--- config.mk ---
export PLATFORM = sky130hd
export DESIGN_NAME = hazard_ctrl
export DESIGN_NICKNAME = d
export VERILOG_FILES = /design/src/rtl/hazard_ctrl.sv
export SDC_FILE = /design/constraint.sdc
export NUM_CORES = 1
export LEC_CHECK = 0
export CAP_MARGIN = 0
export CORE_MARGIN = 1.5
export CORE_UTILIZATION = 52
export DETAILED_ROUTE_END_ITERATION = 7
export PLACE_DENSITY = 0.85
export SYNTH_ARGS = -nofsm -noshare
export SYNTH_HDL_FRONTEND = slang
export SYNTH_SLANG_ARGS = --single-unit
--- constraint.sdc ---
create_clock -name clk -period 3.31 [get_ports clk]
set_input_delay 0.331 -clock clk [delete_from_list [all_inputs] [get_ports clk]]
set_output_delay 0.331 -clock clk [all_outputs]
set_load 0.005 [all_outputs]
--- src/rtl/hazard_ctrl.sv ---
`default_nettype none
// ============================================================================
//  Module   : hazard_ctrl
//  Purpose  : Stall/flush controller for the 5-stage core. Resolves load-use
//             hazards, taken-branch flushes and multi-cycle data-memory waits
//             (with a sticky timeout trap), and keeps saturating stall/flush
//             cycle counters.
//  Revision : 1.0  initial release
// ============================================================================
module hazard_ctrl #(
   parameter int CNT_W   = 16,
   parameter int TIMEOUT = 64
) (
   input  logic             clk,
   input  logic             reset,
   input  logic [4:0]       Rs1D,
   input  logic [4:0]       Rs2D,
   input  logic [4:0]       RdE,
   input  logic             LoadE,
   input  logic             PCSrcE,
   input  logic             MemReqM,
   input  logic             MemReadyM,
   input  logic             perf_clr,
   output logic             StallF,
   output logic             StallD,
   output logic             StallE,
   output logic             StallM,
   output logic             FlushD,
   output logic             FlushE,
   output logic             FlushW,
   output logic             mem_timeout,
   output logic [CNT_W-1:0] stall_cnt,
   output logic [CNT_W-1:0] flush_cnt
);

   // The wait counter only has to reach TIMEOUT-1.
   localparam int                    c_WAIT_W    = (TIMEOUT > 1) ? $clog2(TIMEOUT) : 1;
   localparam logic [c_WAIT_W-1:0]   c_WAIT_LAST = c_WAIT_W'(TIMEOUT - 1);
   localparam logic [CNT_W-1:0]      c_CNT_MAX   = '1;

   typedef enum logic [1:0] {
      ST_IDLE = 2'd0,
      ST_WAIT = 2'd1,
      ST_ERR  = 2'd2
   } state_t;

   state_t              r_state;
   logic [c_WAIT_W-1:0] r_wait_cnt;
   logic                r_mem_timeout;
   logic [CNT_W-1:0]    r_stall_cnt;
   logic [CNT_W-1:0]    r_flush_cnt;

   logic w_mem_stall;
   logic w_lw_stall;
   logic w_stall_f;
   logic w_stall_d;
   logic w_stall_e;
   logic w_stall_m;
   logic w_flush_d;
   logic w_flush_e;
   logic w_flush_w;
   logic w_branch_taken;

   // Memory freeze is visible in the same cycle the unfinished access is seen.
   assign w_mem_stall = ((r_state == ST_IDLE) && MemReqM && !MemReadyM) ||
                        ((r_state == ST_WAIT) && !MemReadyM) ||
                        (r_state == ST_ERR);

   assign w_lw_stall  = LoadE && (RdE != 5'd0) && ((RdE == Rs1D) || (RdE == Rs2D));

   // Stall/flush decode; memory freeze dominates, then branch, then load-use.
   // Everything is forced low while reset is held so the pipe sees no stray enables.
   always_comb begin
      w_stall_f = 1'b0;
      w_stall_d = 1'b0;
      w_stall_e = 1'b0;
      w_stall_m = 1'b0;
      w_flush_d = 1'b0;
      w_flush_e = 1'b0;
      w_flush_w = 1'b0;
      if (!reset) begin
         if (w_mem_stall) begin
            w_stall_f = 1'b1;
            w_stall_d = 1'b1;
            w_stall_e = 1'b1;
            w_stall_m = 1'b1;
            w_flush_w = 1'b1;
         end else begin
            w_stall_f = w_lw_stall && !PCSrcE;
            w_stall_d = w_lw_stall && !PCSrcE;
            w_flush_d = PCSrcE;
            w_flush_e = PCSrcE || w_lw_stall;
         end
      end
   end

   assign w_branch_taken = !reset && !w_mem_stall && PCSrcE;

   // Memory-wait FSM with timeout trap; ERR is left only through reset.
   always_ff @(posedge clk or posedge reset) begin
      if (reset) begin
         r_state       <= ST_IDLE;
         r_wait_cnt    <= '0;
         r_mem_timeout <= 1'b0;
      end else begin
         case (r_state)
            ST_IDLE: begin
               if (MemReqM && !MemReadyM) begin
                  r_state    <= ST_WAIT;
                  r_wait_cnt <= '0;
               end
            end
            ST_WAIT: begin
               if (MemReadyM) begin
                  r_state <= ST_IDLE;
               end else if (r_wait_cnt == c_WAIT_LAST) begin
                  r_state       <= ST_ERR;
                  r_mem_timeout <= 1'b1;
               end else begin
                  r_wait_cnt <= r_wait_cnt + 1'b1;
               end
            end
            ST_ERR: begin
               r_mem_timeout <= 1'b1;
            end
            default: begin
               r_state <= ST_IDLE;
            end
         endcase
      end
   end

   // Saturating performance counters; clear wins over increment.
   always_ff @(posedge clk or posedge reset) begin
      if (reset) begin
         r_stall_cnt <= '0;
         r_flush_cnt <= '0;
      end else if (perf_clr) begin
         r_stall_cnt <= '0;
         r_flush_cnt <= '0;
      end else begin
         if (w_stall_f && (r_stall_cnt != c_CNT_MAX)) begin
            r_stall_cnt <= r_stall_cnt + 1'b1;
         end
         if (w_branch_taken && (r_flush_cnt != c_CNT_MAX)) begin
            r_flush_cnt <= r_flush_cnt + 1'b1;
         end
      end
   end

   assign StallF      = w_stall_f;
   assign StallD      = w_stall_d;
   assign StallE      = w_stall_e;
   assign StallM      = w_stall_m;
   assign FlushD      = w_flush_d;
   assign FlushE      = w_flush_e;
   assign FlushW      = w_flush_w;
   assign mem_timeout = r_mem_timeout;
   assign stall_cnt   = r_stall_cnt;
   assign flush_cnt   = r_flush_cnt;

endmodule
`default_nettype wire
==> metrics <==
run status finished clean; register bit total from synthesis 41; final wirelength 5.478 mm; setup total negative slack 0 ns; GPL Wtd Cong 0.8199; final hold vios 0; highest net fanout along the worst path 3; max capacitance violation total 0; vias in the first global route 2,061; cell count of the worst reg-to-reg path 7; sum of overflow across all layers after global routing 0; net count of the mapped netlist 278; hold_buf cts 0; number of clock sinks seen by CTS 41; later-pin clock latency in the skew report 0.29 ns; area share of the largest cell type after synthesis 44.35%; power density of the placed cells 303.1 nW/um^2; antenna violations before repair 0; number of nets in the final layout 339; number of flops mapped to enable cells by yosys 0; clock transition at the register clock pins on the worst setup and hold paths after CTS 0.08 ns; DRC violations left 0; area added between synthesis and finish 31.26%; # placed instances 359; IO buf count 61; Final min period 2.608 ns; CP Data Arrival Time 2.28 ns; cell taking the most area after synthesis dfrtp_1; Yosys warnings 0; fraction of registers with async set/reset 100.0%; share of the synthesized area in compound gates (AO/OA/AOI/OAI) 12.71%; Slew HR 43.58%; total iterations of the first detailed-routing run 4; number of buffers created by CTS 5; worst hold-check path type reg2reg; HPWL after detailed placement 3.939 mm; start point of the worst hold path mem_timeout; layout filler cell count 326; maximum number of pins on one net before global-route repair 42; unrepaired setup endpoints after global routing false; highest clock frequency the design can meet 0.3834 GHz; dominant synthesized flop cell dfrtp_1; proportion of power drawn by the clock network 34.8%; top area cells in the synthesized netlist dfrtp_1 44%, xor2_1 6.4%, nor2_1 6.0%, nand3_1 3.0%, xnor2_1 3.0%; combinational group share of total power 10.0%; Post-Synth Adder-Cell Area 1.622%; critical register-to-register path startpoint stall_cnt[0]; n_diodes 0; detailed-route via count 2,114; worst-case clock skew 0.006191 ns; Hold Path Depth 1; sequential cell area fraction in the yosys report 44.35%; hold endpoint mem_timeout; number of cells in the finished layout apart from fillers 367; Worst Max-Slew Pin Slew 0.8386 ns; average wire per cell in the routed design 14.93 um; clock tree from TritonCTS yes; NetSw 224.7 uW; count of distinct cell types in the synthesized netlist 44; main combinational cell family by area after synthesis simple AND/OR/NAND/NOR gates; area share of xor/xnor cells in the synthesized design 9.465%; final total power 920.5 uW; largest vdd supply drop 245.1 uV; count of routing violations after the opening detailed-route iteration 113; floorplan die height 69.70 um; final hold slack 0.4879 ns; final max-slew violation count 0; data required time of the critical path 2.98 ns; share of layout cells above drive strength 1 5.714%; leakage power of the design 1.207 nW; cell area after technology mapping 2313 sq um; multiplexer share of the synthesized area 2.812%; area of the core region 4324 sq um; number of buffers on the longest clock path 2; die width 69.70 um; cells after synthesis 253; total of endpoints with negative setup slack in the final report 0; remaining antenna violation count after routing 0; quantity of gates resized following cts 0; clock root cell clkbuf_8; CP startpoint kind primary input; Power Internal 695.8 uW; cell with the most instances after synthesis dfrtp_1; die area 4858 sq um; average size of a mapped cell 9.144 sq um; simple-gate share of the synthesized area 24.61%; most numerous cell types in the synthesized netlist 41 x dfrtp_1, 37 x nor2_1, 17 x xor2_1; worst setup path category in2out; first-pass GRT wire length 9.397 mm; portion of total power attributed to sequential cells 55.2%; global-route total usage across every layer 23.77%; FF-to-FF setup slack 0.91 ns; Rows 24; kind of end point of the critical path output pin; Final period util 78.79%; Post-CTS Repair Setup Buffers 0; vias per inst 5.760; starting utilization of the core area 53.50%; H-tree levels 2; switching part of the total power 24.41%; endpoint of the lowest-slack register-to-register path stall_cnt[15]; Boundary Pins 62
==> worst max-delay path, cell delays in order <==
cell	delay, ns
clkdlybuf4s50_1	0.47
or4_1	0.54
o21ai_1	0.19
nor2_1	0.09
a21o_1	0.20
clkdlybuf4s50_1	0.45
==> cells in the final DEF (no fill, tap or decap), drive strengths merged, types with 6 or more instances in the layout <==
master | synthesis | final
a21oi | 13 | 13
clkdlybuf4s50 | 0 | 61
dfrtp | 41 | 41
inv | 13 | 13
nand2 | 13 | 13
nand3 | 14 | 14
nand4 | 8 | 8
nor2 | 37 | 37
nor3 | 8 | 8
o21ai | 9 | 9
o31ai | 6 | 6
or3 | 8 | 8
or4 | 6 | 6
xnor2 | 8 | 8
xor2 | 17 | 17
==> power groups by stage <==
stage / Combinational [mW] / Clock, mW / Sequential (mW)
6_report: 0.0924 / 0.320 / 0.508
5_1_grt: 0.102 / 0.344 / 0.509
4_1_cts: 0.0936 / 0.330 / 0.508
3_5_place_dp: 0.0932 / 0 / 0.518
3_3_place_gp: 0.0911 / 0 / 0.518
2_1_floorplan: 0.0452 / 0 / 0.517
==> registers in the layout, summed over array words and instances (netlist names) <==
signal	flops
mem_timeout	1
r_wait_cnt	6
r_state	2
flush_cnt	16
stall_cnt	16
==> area by class of cell <==
cell class	count	area [sq um]	area share, %
Timing Repair Buffer	63	625.6	20.60
Clock inverter	3	17.52	0.5768
Multi-Input combinational cell	190	1185	39.02
Clock buffer	5	68.82	2.266
Inverter	13	48.80	1.607
Tap cell	52	65.06	2.143
Sequential cell	41	1026	33.79
==> logic make-up after synthesis <==
kind of cell | count (synthesis)
xor gates and xnor gates | 25
muxes | 6
adders and majority gates | 3
DFF | 41
AOI/OAI and AO/OA | 44
and+or+nand+nor | 112
buffers and inverters | 22
==> metal layers <==
metal  track usage [%]  vias to the layer above  wire length (um)
met2             39.85                       86              2631
met4             8.547                        0                66
met5                 0                        -                 0
met1             30.79                     1000              2342
li1                  -                     1021                 -
met3             4.651                        7               437
==> worst max-delay path by stage <==
stage	start	endpoint	slack, ns	cells past startpoint
final	RdE[1]	StallD	0.70	6
after global routing	RdE[1]	StallD	0.61	6
after CTS	RdE[1]	StallD	0.69	6
after detailed placement	RdE[1]	stall_cnt[15]	0.67	7
after global placement	RdE[4]	stall_cnt[15]	0.72	7
after floorplan	reset	flush_cnt[9]	0.74	6
==> metrics by stage <==
step / util, % / setup slack, ns / area [sq um]
6_report: 70.23 / 0.7021 / 3037
5_1_grt: 70.23 / 0.6117 / 3037
4_1_cts: 70.23 / 0.6875 / 3037
3_5_place_dp: 68.23 / 0.6750 / 2950
3_3_place_gp: 68.23 / 0.7184 / 2950
2_1_floorplan: - / 0.7423 / 2313
No activity file was read; power rests on OpenSTA's default activity.
